[config.mk]
export PLATFORM = sky130hd
export DESIGN_NAME = encoder_4_2_seq
export DESIGN_NICKNAME = d
export VERILOG_FILES = /design/src/rtl/encoder_4_2_seq.sv
export SDC_FILE = /design/constraint.sdc
export NUM_CORES = 1
export LEC_CHECK = 0
export ABC_AREA = 1
export CAP_MARGIN = 0
export CORE_MARGIN = 3
export CORE_UTILIZATION = 50
export DETAILED_ROUTE_END_ITERATION = 10
export PLACE_DENSITY = 0.81
export SLEW_MARGIN = 20
export SYNTH_ARGS = -nofsm -noshare
export SYNTH_HDL_FRONTEND = slang
export SYNTH_SLANG_ARGS = --single-unit
[constraint.sdc]
create_clock -name clk -period 1.2 [get_ports clk]
set_input_delay 0.18 -clock clk [delete_from_list [all_inputs] [get_ports clk]]
set_output_delay 0.18 -clock clk [all_outputs]
set_load 0.05 [all_outputs]
[src/rtl/encoder_4_2_seq.sv]
`default_nettype none
// ============================================================================
//  Module   : encoder_4_2_seq
//  Purpose  : Sequential 4-to-2 priority encoder for raw switch/button lines.
//             Each request line is synchronised and then debounced. The
//             highest-priority active line is encoded and presented once per
//             press under a valid/ack handshake.
//  Ports    : clk   - system clock, rising edge
//             rst_n - synchronous active-low reset
//             y     - raw asynchronous request lines, y[3] highest priority
//             w     - registered encoded index of the captured event
//             valid - registered, high while w/multi hold an unacked event
//             multi - registered, more than one filtered line at capture
//             ack   - consumer acknowledge, only honoured in HOLD
//  Revision : 1.0  initial release
// ============================================================================
module encoder_4_2_seq #(
    parameter int unsigned DEBOUNCE_CYCLES = 4,
    parameter int unsigned SYNC_STAGES     = 2
) (
    input  logic       clk,
    input  logic       rst_n,
    input  logic [3:0] y,
    output logic [1:0] w,
    output logic       valid,
    output logic       multi,
    input  logic       ack
);

    localparam int unsigned c_cnt_w = $clog2(DEBOUNCE_CYCLES + 1);
    localparam logic [c_cnt_w-1:0] c_cnt_max = c_cnt_w'(DEBOUNCE_CYCLES - 1);
    localparam logic [c_cnt_w-1:0] c_cnt_one = c_cnt_w'(1);

    typedef enum logic [1:0] {
        S_IDLE     = 2'd0,
        S_HOLD     = 2'd1,
        S_WAIT_REL = 2'd2
    } state_t;

    // ------------------------------------------------------------------
    // Input synchroniser: one chain of SYNC_STAGES flops per request bit
    // ------------------------------------------------------------------
    logic [3:0] r_sync [SYNC_STAGES];
    logic [3:0] w_ys;

    always_ff @(posedge clk) begin
        if (!rst_n) begin
            for (int k = 0; k < SYNC_STAGES; k++) begin
                r_sync[k] <= '0;
            end
        end else begin
            r_sync[0] <= y;
            for (int k = 1; k < SYNC_STAGES; k++) begin
                r_sync[k] <= r_sync[k-1];
            end
        end
    end

    assign w_ys = r_sync[SYNC_STAGES-1];

    // ------------------------------------------------------------------
    // Debounce: a bit must disagree with its filtered value for
    // DEBOUNCE_CYCLES consecutive cycles before the filter follows it.
    // Any agreement restarts the count, so short glitches never pass.
    // ------------------------------------------------------------------
    logic [c_cnt_w-1:0] r_cnt [4];
    logic [3:0]         r_yf;

    always_ff @(posedge clk) begin
        if (!rst_n) begin
            r_yf <= '0;
            for (int i = 0; i < 4; i++) begin
                r_cnt[i] <= '0;
            end
        end else begin
            for (int i = 0; i < 4; i++) begin
                if (w_ys[i] == r_yf[i]) begin
                    r_cnt[i] <= '0;
                end else if (r_cnt[i] == c_cnt_max) begin
                    r_yf[i]  <= w_ys[i];
                    r_cnt[i] <= '0;
                end else begin
                    r_cnt[i] <= r_cnt[i] + c_cnt_one;
                end
            end
        end
    end

    // ------------------------------------------------------------------
    // Priority encode of the filtered vector
    // ------------------------------------------------------------------
    logic [1:0] w_enc;
    logic       w_any;
    logic       w_many;

    always_comb begin
        w_enc = 2'd0;
        casez (r_yf)
            4'b1???: w_enc = 2'd3;
            4'b01??: w_enc = 2'd2;
            4'b001?: w_enc = 2'd1;
            default: w_enc = 2'd0;
        endcase
    end

    assign w_any  = |r_yf;
    // Clearing the lowest set bit leaves something only if two or more were set.
    assign w_many = (r_yf & (r_yf - 4'd1)) != 4'd0;

    // ------------------------------------------------------------------
    // Handshake FSM; w/valid/multi are registered alongside the state
    // ------------------------------------------------------------------
    state_t     r_state;
    state_t     w_state_nxt;
    logic [1:0] r_w;
    logic [1:0] w_w_nxt;
    logic       r_valid;
    logic       w_valid_nxt;
    logic       r_multi;
    logic       w_multi_nxt;

    always_ff @(posedge clk) begin
        if (!rst_n) begin
            r_state <= S_IDLE;
            r_w     <= 2'd0;
            r_valid <= 1'b0;
            r_multi <= 1'b0;
        end else begin
            r_state <= w_state_nxt;
            r_w     <= w_w_nxt;
            r_valid <= w_valid_nxt;
            r_multi <= w_multi_nxt;
        end
    end

    always_comb begin
        w_state_nxt = r_state;
        w_w_nxt     = r_w;
        w_valid_nxt = r_valid;
        w_multi_nxt = r_multi;
        case (r_state)
            S_IDLE: begin
                w_valid_nxt = 1'b0;
                if (w_any) begin
                    w_w_nxt     = w_enc;
                    w_multi_nxt = w_many;
                    w_valid_nxt = 1'b1;
                    w_state_nxt = S_HOLD;
                end
            end
            S_HOLD: begin
                // Index and multi stay frozen here regardless of yf.
                w_valid_nxt = 1'b1;
                if (ack) begin
                    w_valid_nxt = 1'b0;
                    w_state_nxt = S_WAIT_REL;
                end
            end
            S_WAIT_REL: begin
                // Full release is required before the next event.
                w_valid_nxt = 1'b0;
                if (!w_any) begin
                    w_state_nxt = S_IDLE;
                end
            end
            default: begin
                w_valid_nxt = 1'b0;
                w_state_nxt = S_IDLE;
            end
        endcase
    end

    assign w     = r_w;
    assign valid = r_valid;
    assign multi = r_multi;

endmodule
`default_nettype wire
# After elaboration in Yosys (flattened, before gate mapping)
# Memories as Yosys holds them, arrays and structs flattened.
# Index checks and enable logic that the tools add are counted.
word_totals:
  regBits: 10
  latch_bits: 0
  ramBits: 20
  romBits: 0
  in_bits: 7
  out_inout_bits: 4
  wordCells: 126
  n_memories: 2
op_classes:
  n_addsub: 5
  n_mul: 0
  n_div: 0
  magnitude_cmp: 0
  n_eq_ne: 15
  n_shift: 0
  muxes: 68
  bitwise: 19
  reduce_logical: 9
memory_table:
  columns: ["name", "words", "word_bits", "rd", "rd_clocked_by_memory_dff", "write_ports", "line_no", "rtl"]
  rows:
  - ["r_cnt", 4, 3, 4, 0, 4, "66", "logic [c_cnt_w-1:0] r_cnt [4];"]
  - ["r_sync", 2, 4, 2, 0, 2, "43", "logic [3:0] r_sync [SYNC_STAGES];"]
op_table:
  columns: ["cell", "count"]
  rows:
  - ["2-to-1 mux 1 bit", 48]
  - ["2-to-1 mux 3 bit", 12]
  - ["bitwise OR 1 bit", 14]
  - ["adder 3 x 1 -> 3 bit (second input constant)", 4]
  - ["equality test 3 x 2 -> 1 bit (second input constant)", 4]
  - ["case mux 2 bit (3 select lines)", 2]
  - ["AND reduction 2 bit", 5]
  - ["2-to-1 mux 4 bit", 2]
  - ["2-to-1 mux 2 bit", 3]
  - ["inequality test 2 bit (second input constant)", 3]
  - ["bitwise AND 4 bit", 1]
  - ["equality test 1 bit", 4]
  - ["equality test 2 x 1 -> 1 bit (second input constant)", 2]
  - ["NOT 1 bit", 4]
  - ["nonzero test 4 bit", 1]
  - ["OR reduction 4 bit", 1]
  - ["subtractor 4 x 1 -> 4 bit (second input constant)", 1]
  - ["equality test 3 x 1 -> 1 bit (second input constant)", 1]
  - ["AND reduction 3 bit", 1]
  - ["equality test 2 bit (second input constant)", 1]
  - ["logical NOT 2 bit", 1]
  - ["case mux 1 bit (2 select lines)", 1]

# Depth between registers and ports, before layout
# Gate-level depths: netlist (run 1).
logic_depth:
  ltp_word: 7
  mapped_depth: 6
  mapped_depth_nobuf: 6

# Least setup slack after synthesis (run 1)
# Ideal clock, no wire load.
synth_timing:
  path_type: "flip-flop to flip-flop"
  startpoint: "memory r_cnt[3][0] in the netlist's numbering"
  endpoint: "memory r_cnt[3][0] in the netlist's numbering, data pin"
  setup_time_ns: 0.140
  arrival_time_ns: 1.073
  required_time_ns: 1.060
  slack_ns: -0.013
  stages_incl_launch_ff: 6
  synth_period_minus_slack_ns: 1.213
  path_cell_list: "edfxtp_1 -> ha_1 -> ha_1 -> a21oi_1 -> o211ai_1 -> nor2_1"
synth_rtl:
  columns: ["item", "line_no"]
  rows:
  - ["start: declaration", "66"]

==> results.txt, run 1 <==
The detailed-router iteration count before antenna repair is 4, and the die width is 56.4 µm. Wires add up to 2370 µm. After detailed placement, the design holds a cell count of 187. The static leakage was 0.798 nW; the power per standard cell area was 1190 nW/µm². Grouping stages by cell kind, the critical path spends the most delay in flip-flops. Clock-pin slew was measured on the worst setup and hold paths at 0.09 ns.

After synthesis the netlist holds a flip-flop and latch count of 30. For the clock insertion delay at the later pin of the skew report, the log shows 0.33 ns. The sum of buffers and inverters on the critical path was 0. Launching element type of the critical path: a register.

The number of distinct library cell variants in the gate-level netlist after synthesis is 20, and the hold slack is 0.368 ns. In the global route stage, overall resource usage came out at 16.6%. Detailed routing inserted a total of 964 vias.

A synthesized cell averages 9.47 µm². The total negative setup slack is -0.964 ns, and the ratio of routed vias to standard cells is 4.75. The kind of critical path was reg2reg. The worst hold path class was in2reg. The logs give 13 for the final setup violation count and 3900 µm for the global-route wire length before repair. The final reports fail on setup timing. The tree is rooted in a sky130_fd_sc_hd__clkbuf_4.

The critical path endpoint category is a register. For the HPWL after detailed placement, the log shows 1500 µm. Counting every sink on the clock net gives 30.

The data required time of the critical path was 1.38 ns; the die footprint was 3180 µm². After layout, the worst path uses 114% of the clock period. The critical path's largest stage delay is 0.43 ns, and the count of unresolved DRC violations after routing is 0.

The count of max-cap constraint violations was 0; the fraction of final layout cells sized beyond drive strength 1 was 29.1%. The run gives -0.167 ns as the final worst setup slack. The cell type of the slowest stage on the worst timing path is sky130_fd_sc_hd__edfxtp_1. Number of DRC markers after the initial detailed-route iteration: 14. Synthesis produced a netlist whose cell count is 134. The tools report the number of antenna violations at the first check in global routing as 0. The area growth from synthesis to layout is 35.1%.

The run finished, with violations left. The run gives 976 as the via count of the first global-routing pass. The number of nets with antenna violations after routing is 0. The sequential share of the synthesized area was 56.8%. The die span in y works out to 56.4 µm.

The finished layout cell area came out at 1710 µm². For the worst setup path, the data arrival time is 1.54 ns. The core region is 2320 µm².

The number of standard cells in the layout, taps in and fillers out is 203. Setup repair after global routing could not meet its margin everywhere. The critical path goes through ha_2 > ha_4 > a21oi_2 > o211ai_1 > nor2_1. The smallest clock period supported by the final layout is computed as 1.37 ns.

The layout net count was 189; the total clock buffers created by CTS was 5. H-tree depth: 2. TritonCTS built the clock tree.

In this run, post-CTS hold repair placed 0 buffers. The congestion estimate from routability-driven global placement came to 0.708. The run gives 0 as the count of final hold-check violations.

For the I/O pin total, the log shows 11. The clock passes through at most 2 buffers. Yosys printed 0 warnings.

In the final routed layout, each cell accounts on average for 11.7 µm. The tools report the highest ir drop seen on vdd as 1160 µV. The placement-stage cell area was 1520 µm².

Between clock sinks in the finished design, the worst skew comes to 0.00303 ns. Of all nets on the critical path, the largest fanout is 3. Static timing analysis puts the maximum clock frequency at 731 MHz. The count of inserted antenna diode cells is 0. For the number of pins exceeding their max-slew limit in the final report, the log shows 0. After global routing the overflow that remains totals 0. The floorplan row count is 17, and the pin count of the biggest net entering global routing is 10. The effective utilization at floorplan is 54.7%, and the count of input and output buffers is 10. The cell area after technology mapping came out at 1270 µm².
## state kept, by name, summed over array words and instances, names as in the netlist
register / count
r_state: 2
r_cnt: 12
valid: 1
multi: 1
r_yf: 4
r_sync: 8
w: 2
## where the power goes
group          internal (mW)  switching, mW
combinational          0.157          0.170
clock                  0.219          0.333
sequential              1.12         0.0471
total                   1.49          0.550
## per-layer routing
layer / vias up / track usage (%) / wire (µm)
met2: 31 / 28.7 / 1220
met4: 0 / 13.9 / 99
met1: 431 / 15.9 / 937
li1: 488 / - / -
met3: 14 / 5.06 / 118
met5: - / 0 / 0
## cell usage after synthesis (all sizes together)
cell type  instances  area (µm²)
dfxtp             18         360
buf                1        7.51
inv               27         101
clkbuf             1        13.8
a21oi             10        53.8
nand3b             1        7.51
o211ai             3        22.5
ha                 8         100
edfxtp            12         360
conb               1        3.75
nand2             21        93.8
nand3              2        10.0
o21ai              6        30.0
nor2              22        95.1
xor2               1        8.76
## through the flow
| stage | total power [mW] | util [%] | setup WS (ns) |
|---|---|---|---|
| after floorplan | 1.35 | - | 0.00715 |
| after global routing | 2.14 | 73.9 | -0.221 |
| after global placement | 1.45 | 65.7 | -0.0535 |
| final | 2.04 | 73.9 | -0.167 |
| after detailed placement | 1.47 | 65.7 | -0.130 |
| after CTS | 2.02 | 71.3 | -0.135 |
## cells by family (layout without fill, tap and decap cells)
kind of cell	Yosys count	in the layout	share of synthesized area [%]
flip-flops	30	30	56.8
AO/OA/AOI/OAI	19	19	8.38
buffers and inverters	29	59	9.66
AND/OR/NAND/NOR	46	46	16.3
adder cells (fa/ha/maj)	8	8	7.89
XOR/XNOR	1	1	0.690
other	1	12	0.296
## cell usage in the layout, fill, tap and decap left out
cell	n
sky130_fd_sc_hd__o211ai_1	3
sky130_fd_sc_hd__buf_6	2
sky130_fd_sc_hd__nand3b_1	1
sky130_fd_sc_hd__o21ai_0	3
sky130_fd_sc_hd__clkdlybuf4s50_1	6
sky130_fd_sc_hd__ha_2	5
sky130_fd_sc_hd__clkbuf_1	1
sky130_fd_sc_hd__inv_1	26
sky130_fd_sc_hd__nor2_1	18
sky130_fd_sc_hd__a21oi_1	4
sky130_fd_sc_hd__clkinv_1	1
sky130_fd_sc_hd__nand2_4	1
sky130_fd_sc_hd__clkbuf_4	5
sky130_fd_sc_hd__nand2_2	3
sky130_fd_sc_hd__nand3_1	1
sky130_fd_sc_hd__nor2_4	1
sky130_fd_sc_hd__nand2_1	17
sky130_fd_sc_hd__ha_4	3
sky130_fd_sc_hd__conb_1	12
sky130_fd_sc_hd__buf_12	4
sky130_fd_sc_hd__nor2_2	3
sky130_fd_sc_hd__o21ai_2	3
sky130_fd_sc_hd__inv_2	1
sky130_fd_sc_hd__edfxtp_1	12
sky130_fd_sc_hd__a21oi_2	6
sky130_fd_sc_hd__buf_4	12
sky130_fd_sc_hd__xor2_1	1
sky130_fd_sc_hd__clkinv_2	1
sky130_fd_sc_hd__dfxtp_1	18
sky130_fd_sc_hd__nand3_2	1
## worst min-delay path, cell delays in order
cell and delay, ns:
sky130_fd_sc_hd__clkdlybuf4s50_1 0.39, sky130_fd_sc_hd__nand2_1 0.06, sky130_fd_sc_hd__inv_1 0.03
## final cells by class
class	instances	area, µm²
repair buffers	24	253
inverters	27	101
well taps	28	35.0
flip-flops and latches	30	721
fillers	142	604
multi-input cells	86	554
clock buffers	6	41.3
clock inverters	2	8.76
## worst paths after layout
kind,to,slack (ns),startpoint,cells past startpoint
max reg2reg,r_cnt[2][1]$_SDFFCE_PN0P_,-0.17,r_cnt[2][0]$_SDFFCE_PN0P_,5
min reg2reg,r_sync[0][5]$_SDFF_PN0_,0.42,r_sync[0][1]$_SDFF_PN0_,2
min,r_sync[0][2]$_SDFF_PN0_,0.37,y[2],3
max,r_cnt[2][1]$_SDFFCE_PN0P_,-0.17,r_cnt[2][0]$_SDFFCE_PN0P_,5
## timing repair
| item | in CTS | in global routing |
|---|---|---|
| hold endpoints to repair | 0 | 0 |
| pin swaps | 11 | 11 |
| gates cloned | 0 | 0 |
| gates resized for setup | 8 | 13 |
| setup endpoints to repair | 13 | 15 |
| buffers inserted | 5 | 5 |
No activity file was read; power rests on OpenSTA's default activity.
==> run 2, diff against run 1 <==
--- a/config.mk
+++ b/config.mk
@@ -9,6 +9,7 @@
 export CAP_MARGIN = 0
 export CORE_MARGIN = 3
 export CORE_UTILIZATION = 50
+export CTS_BUF_LIST = sky130_fd_sc_hd__clkbuf_16
 export DETAILED_ROUTE_END_ITERATION = 10
 export PLACE_DENSITY = 0.81
 export SLEW_MARGIN = 20
==> results.txt, run 2 (synthesis gave the netlist of run 1 again) <==
For the finished layout cell area, the log shows 1780 µm² (was 1710 µm²). The placement-stage cell area is 1520 µm² (unchanged), and the worst hold path depth is 2 (was 3). The run gives 54.7% (unchanged) as the effective utilization at floorplan. The path depth of the worst reg2reg path was 5 (unchanged); the fraction of final layout cells sized beyond drive strength 1 was 25.1% (was 29.1%). The logs give 5 (unchanged) for the total clock buffers created by CTS and 4 (unchanged) for the detailed-router iteration count before antenna repair. The launching element type of the critical path was a register (unchanged). The clock insertion delay at the later pin of the skew report was 0.27 ns (was 0.33 ns). The run gives 203 (unchanged) as the number of standard cells in the layout, taps in and fillers out. The die span in y works out to 56.4 µm (unchanged). The tools report the worst min-delay path endpoint as r_sync[0][4]$_SDFF_PN0_ (was r_sync[0][2]$_SDFF_PN0_). The register with the most flip-flops is r_cnt (unchanged). The tools report the met2 usage in global routing as 32.1% (was 28.7%). The data arrival time of the worst path is 1.43 ns (was 1.54 ns). The met3 capacity usage during global routing is 5.06% (unchanged), and the HPWL after detailed placement is 1500 µm (unchanged).

The run gives 1260 µV (was 1160 µV) as the highest ir drop seen on vdd. The cell at the root of the clock tree was sky130_fd_sc_hd__clkbuf_16 (was sky130_fd_sc_hd__clkbuf_4). The tools report the global-route wire length before repair as 4200 µm (was 3900 µm). The number of DRC markers after the initial detailed-route iteration came out at 16 (was 14).

Die width: 56.4 µm (unchanged). The signed area change from the synthesized netlist to the final layout was 40.6% (was 35.1%). Minimum period implied by the final worst setup slack: 1.32 ns (was 1.37 ns). The tools report the startpoint of the lowest-slack register-to-register path as r_cnt[2][0]$_SDFFCE_PN0P_ (unchanged). For the pin count of the biggest net entering global routing, the log shows 10 (unchanged). The source of the worst hold timing path is r_sync[0][0]$_SDFF_PN0_ (was y[2]).

The total negative setup slack came out at -0.917 ns (was -0.964 ns). The ratio of routed vias to standard cells works out to 4.68 (was 4.75). TritonCTS built the clock tree. The destination of the worst register-to-register timing path is r_cnt[2][1]$_SDFFCE_PN0P_ (unchanged). For the number of pins exceeding their max-slew limit in the final report, the log shows 0 (unchanged).

The tools report the final setup violation count as 14 (was 13). Static leakage: 0.844 nW (was 0.798 nW). For the via total after detailed routing, the log shows 950 (was 964).

For the number of nets with antenna violations after routing, the log shows 0 (unchanged). The commonest non-fill, non-tap cell in the layout is sky130_fd_sc_hd__inv_1 (unchanged). The tools report the count of inserted antenna diode cells as 0 (unchanged). The flow ran to the end, but the final reports show violations. The flip-flop count of the largest register, all copies and words added is 12 (unchanged), and the number of hold-repair buffers added at the cts stage is 0 (unchanged). The data required time of the critical path was 1.32 ns (was 1.38 ns). The met1 routing resource usage after global routing came out at 17.2% (was 15.9%). The power consumption came out at 2.62 mW (was 2.04 mW). The power per standard cell area came out at 1470 nW/µm² (was 1190 nW/µm²). For the number of antenna violations at the first check in global routing, the log shows 0 (unchanged).

The count of input and output buffers is 10 (unchanged). The tools report the count of max-cap constraint violations as 0 (unchanged). Critical path endpoint category: a register (unchanged). The final critical-path share of the clock period is 110% (was 114%), and the count of final hold-check violations is 0 (unchanged). The total wire length after detailed routing is 2420 µm (was 2370 µm).

The via count of the first global-routing pass is 956 (was 976), and the global placer's final weighted congestion is 0.708 (unchanged). For the total placed cells including tap cells, the log shows 187 (unchanged). The H-tree depth was 2 (unchanged). The clock edge transition at the registers on the reported setup and hold paths is 0.05 ns (was 0.09 ns), and the remaining global-route overflow is 0 (unchanged).

The tools report the worst setup slack for register-to-register paths as -0.12 ns (was -0.17 ns). Most frequent cells in the layout: sky130_fd_sc_hd__inv_1 (28), sky130_fd_sc_hd__nor2_1 (18), sky130_fd_sc_hd__dfxtp_1 (18), sky130_fd_sc_hd__nand2_1 (17), sky130_fd_sc_hd__buf_4 (13) (was sky130_fd_sc_hd__inv_1 (26), sky130_fd_sc_hd__nor2_1 (18), sky130_fd_sc_hd__dfxtp_1 (18), sky130_fd_sc_hd__nand2_1 (17)). The run gives 2320 µm² (unchanged) as the core outline area.

The most utilized layer in the global route result is met2 (unchanged). Setup repair after global routing could not meet its margin everywhere. The average wire per cell in the routed design works out to 11.9 µm (was 11.7 µm). The tools report the count of unresolved DRC violations after routing as 0 (unchanged). The maximum operating frequency came out at 759 MHz (was 731 MHz).

Worst hold path class: reg2reg (was in2reg). Worst slack at placement: -0.130 ns (unchanged). The die footprint was 3180 µm² (unchanged); the maximum fanout count along the critical path was 3 (unchanged).

The run gives 17.8% (was 16.6%) as the total routing resource utilization after global routing. The final worst setup slack came out at -0.118 ns (was -0.167 ns). For the floorplan row count, the log shows 17 (unchanged). Number of sinks handled by clock tree synthesis: 30 (unchanged). The I/O pin total was 11 (unchanged). The kind of critical path was reg2reg (unchanged). The final clock skew came out at 0.00224 ns (was 0.00303 ns).

Largest regs: r_cnt (12), r_sync (8), r_yf (4) (unchanged). The maximum count of clock buffers along a single path was 2 (unchanged). Violations in the final reports: setup timing (unchanged). The layout net count came out at 189 (unchanged).
==> run 2: changes by cell type in the layout (fill, tap and decap cells not counted), moves of 2 or more <==
cell	before	now
sky130_fd_sc_hd__inv_1	26	28
sky130_fd_sc_hd__clkbuf_16	0	5
sky130_fd_sc_hd__ha_2	5	3
sky130_fd_sc_hd__a21oi_2	6	4
sky130_fd_sc_hd__ha_1	0	2
sky130_fd_sc_hd__o21ai_2	3	1
sky130_fd_sc_hd__clkbuf_4	5	0
sky130_fd_sc_hd__a21oi_1	4	6
==> run 2: power breakdown <==
group / leakage, nW / internal, mW / switching [mW]
registers: 0.272 / 1.12 / 0.0465
logic: 0.500 / 0.155 / 0.167
clock network: 0.0724 / 0.744 / 0.390
total: 0.844 / 2.02 / 0.604
==> run 2: worst max-delay path by stage <==
stage,depth (start not counted),endpoint,startpoint,slack (ns)
6_report,5,r_cnt[2][1]$_SDFFCE_PN0P_,r_cnt[2][0]$_SDFFCE_PN0P_,-0.12
5_1_grt,5,r_cnt[0][0]$_SDFFCE_PN0P_,r_cnt[0][0]$_SDFFCE_PN0P_,-0.20
4_1_cts,5,r_cnt[2][1]$_SDFFCE_PN0P_,r_cnt[2][1]$_SDFFCE_PN0P_,-0.13
3_5_place_dp,3,r_cnt[2][0]$_SDFFCE_PN0P_,rst_n,-0.13
3_3_place_gp,3,r_cnt[2][0]$_SDFFCE_PN0P_,rst_n,-0.05
2_1_floorplan,5,r_cnt[3][0]$_SDFFCE_PN0P_,r_cnt[3][0]$_SDFFCE_PN0P_,0.007
==> run 2: layout make-up <==
class | count | area [µm²]
Tap cell | 28 | 35.0
Multi-Input combinational cell | 86 | 541
Timing Repair Buffer | 24 | 249
Fill cell | 135 | 534
Clock buffer | 5 | 125
Sequential cell | 30 | 721
Clock inverter | 3 | 12.5
Inverter | 27 | 101
==> run 2: through the flow <==
| step | utilization (%) | hold WS, ns |
|---|---|---|
| after global placement | 65.7 | 0.394 |
| after global routing | 77.0 | 0.456 |
| final | 77.0 | 0.419 |
| after floorplan | - | 0.278 |
| after detailed placement | 65.7 | 0.401 |
| after CTS | 75.1 | 0.422 |
==> run 2: layer usage <==
layer  vias up  routed length, µm
met5         -                  0
met3         9                 81
met1       438                922
met4         0                 78
met2        18               1330
li1        485                  -
==> run 2: critical path, cell delays in order (launching register included) <==
cell and delay (ns):
sky130_fd_sc_hd__edfxtp_1 0.39, sky130_fd_sc_hd__ha_2 0.22, sky130_fd_sc_hd__ha_4 0.16, sky130_fd_sc_hd__a21oi_2 0.09
sky130_fd_sc_hd__o211ai_1 0.14, sky130_fd_sc_hd__nor2_1 0.16
==> run 2: what timing repair did <==
| action | 4_1_cts | 5_1_grt |
|---|---|---|
| pin swaps | 11 | 7 |
| setup endpoints to repair | 13 | 15 |
| resized for setup | 7 | 6 |
| setup buffers | 5 | 4 |
==> run 3, diff against run 2 <==
--- a/config.mk
+++ b/config.mk
@@ -11,6 +11,7 @@
 export CORE_UTILIZATION = 50
 export CTS_BUF_LIST = sky130_fd_sc_hd__clkbuf_16
 export DETAILED_ROUTE_END_ITERATION = 10
+export MAX_ROUTING_LAYER = met4
 export PLACE_DENSITY = 0.81
 export SLEW_MARGIN = 20
 export SYNTH_ARGS = -nofsm -noshare
==> results.txt, run 3 (synthesis gave the netlist of run 1 again) <==
The run gives 77.0% (unchanged) as the final standard cell utilization of the core. The path depth of the worst reg2reg path came out at 5 (unchanged). The I/O pin total is 11 (unchanged), and the power per standard cell area is 1470 nW/µm² (about the same). The fraction of final layout cells sized beyond drive strength 1 was 25.1% (unchanged); the power consumption was 2.62 mW (about the same).

The final critical-path share of the clock period was 110% (about the same). The number of sinks handled by clock tree synthesis came out at 30 (unchanged). The number of DRC markers after the initial detailed-route iteration was 15 (was 16). The tools report the critical path endpoint category as a register (unchanged). The maximum operating frequency is 757 MHz (was 759 MHz). The run gives 0 (unchanged) as the remaining global-route overflow. Largest regs: r_cnt (12), r_sync (8), r_yf (4) (unchanged). The uppermost metal layer occupied by signal nets was met4 (unchanged). The cell type of the slowest stage on the worst timing path is sky130_fd_sc_hd__edfxtp_1 (unchanged). The worst min-delay path endpoint is r_sync[0][4]$_SDFF_PN0_ (unchanged). The via count of the first global-routing pass was 957 (was 956); the total clock buffers created by CTS was 5 (unchanged). The launching element type of the critical path was a register (unchanged). Most frequent cells in the layout: sky130_fd_sc_hd__inv_1 (28), sky130_fd_sc_hd__nor2_1 (18), sky130_fd_sc_hd__dfxtp_1 (18), sky130_fd_sc_hd__nand2_1 (17), sky130_fd_sc_hd__buf_4 (13) (unchanged). The detailed-router iteration count before antenna repair is 3 (was 4). The pin count of the biggest net entering global routing came out at 10 (unchanged).

The cell at the root of the clock tree was sky130_fd_sc_hd__clkbuf_16 (unchanged). The data required time of the critical path is 1.32 ns (about the same). The signed area change from the synthesized netlist to the final layout was 40.6% (unchanged). The core outline area is 2320 µm² (unchanged), and the number of pins exceeding their max-slew limit in the final report is 0 (unchanged). The run gives 0.00165 ns (was 0.00224 ns) as the final clock skew. The critical path's largest stage delay works out to 0.39 ns (about the same). The kind of critical path was reg2reg (unchanged). The die width works out to 56.4 µm (unchanged). The average wire per cell in the routed design is 11.8 µm (was 11.9 µm).

Commonest non-fill, non-tap cell in the layout: sky130_fd_sc_hd__inv_1 (unchanged). The maximum fanout count along the critical path is 3 (unchanged). Setup repair after global routing could not meet its margin everywhere. The clock insertion delay at the later pin of the skew report was 0.27 ns (about the same); the count of input and output buffers was 10 (unchanged).

Destination of the worst register-to-register timing path: r_cnt[2][1]$_SDFFCE_PN0P_ (unchanged). Wire length on met2: 1360 µm (was 1330 µm). Die span in y: 56.4 µm (unchanged).

The via total after detailed routing was 947 (was 950). TritonCTS built the clock tree. The worst setup slack for register-to-register paths was -0.12 ns (about the same).

The clock edge transition at the registers on the reported setup and hold paths was 0.05 ns (about the same). The logs give 14 (unchanged) for the final setup violation count and 0 (unchanged) for the number of hold-repair buffers added at the cts stage. The global placer's final weighted congestion came out at 0.716 (was 0.708). Startpoint of the lowest-slack register-to-register path: r_cnt[2][0]$_SDFFCE_PN0P_ (unchanged). The data arrival time of the worst path was 1.44 ns (was 1.43 ns); the wire length on met3 was 80 µm (was 81 µm). The worst hold path class was reg2reg (unchanged). The run finished, with violations left.

The floorplan row count is 17 (unchanged), and the total placed cells including tap cells is 187 (unchanged). The tools report the layout net count as 189 (unchanged). The number of standard cells in the layout, taps in and fillers out was 203 (unchanged); the worst hold path depth was 2 (unchanged). Crit-path cells: ha_2 > ha_4 > a21oi_2 > o211ai_1 > nor2_1 (unchanged). The final worst setup slack came out at -0.121 ns (was -0.118 ns).

The effective utilization at floorplan is 54.7% (unchanged), and the static leakage is 0.844 nW (unchanged). The tools report the source of the worst hold timing path as r_sync[0][0]$_SDFF_PN0_ (unchanged). The total wire length after detailed routing came out at 2400 µm (was 2420 µm). The flip-flop count of the largest register, all copies and words added is 12 (unchanged), and the highest ir drop seen on vdd is 1260 µV (about the same).

The run gives 4190 µm (was 4200 µm) as the global-route wire length before repair. The count of final hold-check violations came out at 0 (unchanged). The logs give 882 µm (was 922 µm) for the wire length on met1 and 0 (unchanged) for the count of unresolved DRC violations after routing. The ratio of routed vias to standard cells is 4.67 (was 4.68), and the number of nets with antenna violations after routing is 0 (unchanged).

The total routing resource utilization after global routing is 18.3% (was 17.8%), and the count of max-cap constraint violations is 0 (unchanged). Top cell family by delay on the critical path: flip-flops (unchanged). Register with the most flip-flops: r_cnt (unchanged). For the HPWL after detailed placement, the log shows 1500 µm (unchanged). The H-tree depth was 2 (unchanged); the number of antenna violations at the first check in global routing was 0 (unchanged). The sum of buffers and inverters on the critical path is 0 (unchanged).

The count of inserted antenna diode cells was 0 (unchanged); the finished layout cell area was 1780 µm² (unchanged). For the total negative setup slack, the log shows -0.941 ns (was -0.917 ns). Die footprint: 3180 µm² (unchanged). Violations in the final reports: setup timing (unchanged). For the placement-stage cell area, the log shows 1520 µm² (unchanged). Worst slack at placement: -0.130 ns (unchanged). Minimum period implied by the final worst setup slack: 1.32 ns (about the same). The hold slack came out at 0.418 ns (was 0.419 ns). The run gives 2 (unchanged) as the maximum count of clock buffers along a single path.
==> run 3: cell counts in the layout (fill, tap and decap cells not counted) <==
No cell type changed its count.
==> run 3: power breakdown <==
group          leakage (nW)  switching, mW  internal, mW
sequential            0.272         0.0466          1.12
combinational         0.500          0.167         0.154
clock                0.0724          0.388         0.744
==> run 3: tightest hold or removal path, cell delays in order, from the launching register on <==
cell and delay [ns]:
sky130_fd_sc_hd__dfxtp_1 0.30, sky130_fd_sc_hd__nand2_1 0.05, sky130_fd_sc_hd__inv_1 0.04
==> run 3: how the worst max path moves through the flow <==
stage                                   start                         to  slack [ns]  cells past startpoint
floorplan           r_cnt[3][0]$_SDFFCE_PN0P_  r_cnt[3][0]$_SDFFCE_PN0P_       0.007                      5
global placement                        rst_n  r_cnt[2][0]$_SDFFCE_PN0P_       -0.05                      3
detailed placement                      rst_n  r_cnt[2][0]$_SDFFCE_PN0P_       -0.13                      3
CTS                 r_cnt[2][1]$_SDFFCE_PN0P_  r_cnt[2][1]$_SDFFCE_PN0P_       -0.13                      5
global route        r_cnt[0][0]$_SDFFCE_PN0P_  r_cnt[0][0]$_SDFFCE_PN0P_       -0.20                      5
finish              r_cnt[2][0]$_SDFFCE_PN0P_  r_cnt[2][1]$_SDFFCE_PN0P_       -0.12                      5
==> run 3: per-layer routing <==
metal	up-vias	GRT usage (%)
met1	435	17.2
met4	0	12.2
met5	-	-
met3	9	5.06
li1	486	-
met2	17	32.1
==> run 3: area by class of cell <==
cell class,instances,area [µm²]
Multi-Input combinational cell,86,541
Timing Repair Buffer,24,249
Clock buffer,5,125
Fill cell,135,534
Inverter,27,101
Tap cell,28,35.0
Clock inverter,3,12.5
Sequential cell,30,721
==> run 3: what timing repair did <==
action / 4_1_cts / 5_1_grt
gates cloned: 0 / 0
setup endpoints to repair: 13 / 15
resized for setup: 7 / 6
buffers inserted: 5 / 4
pin swaps: 11 / 7
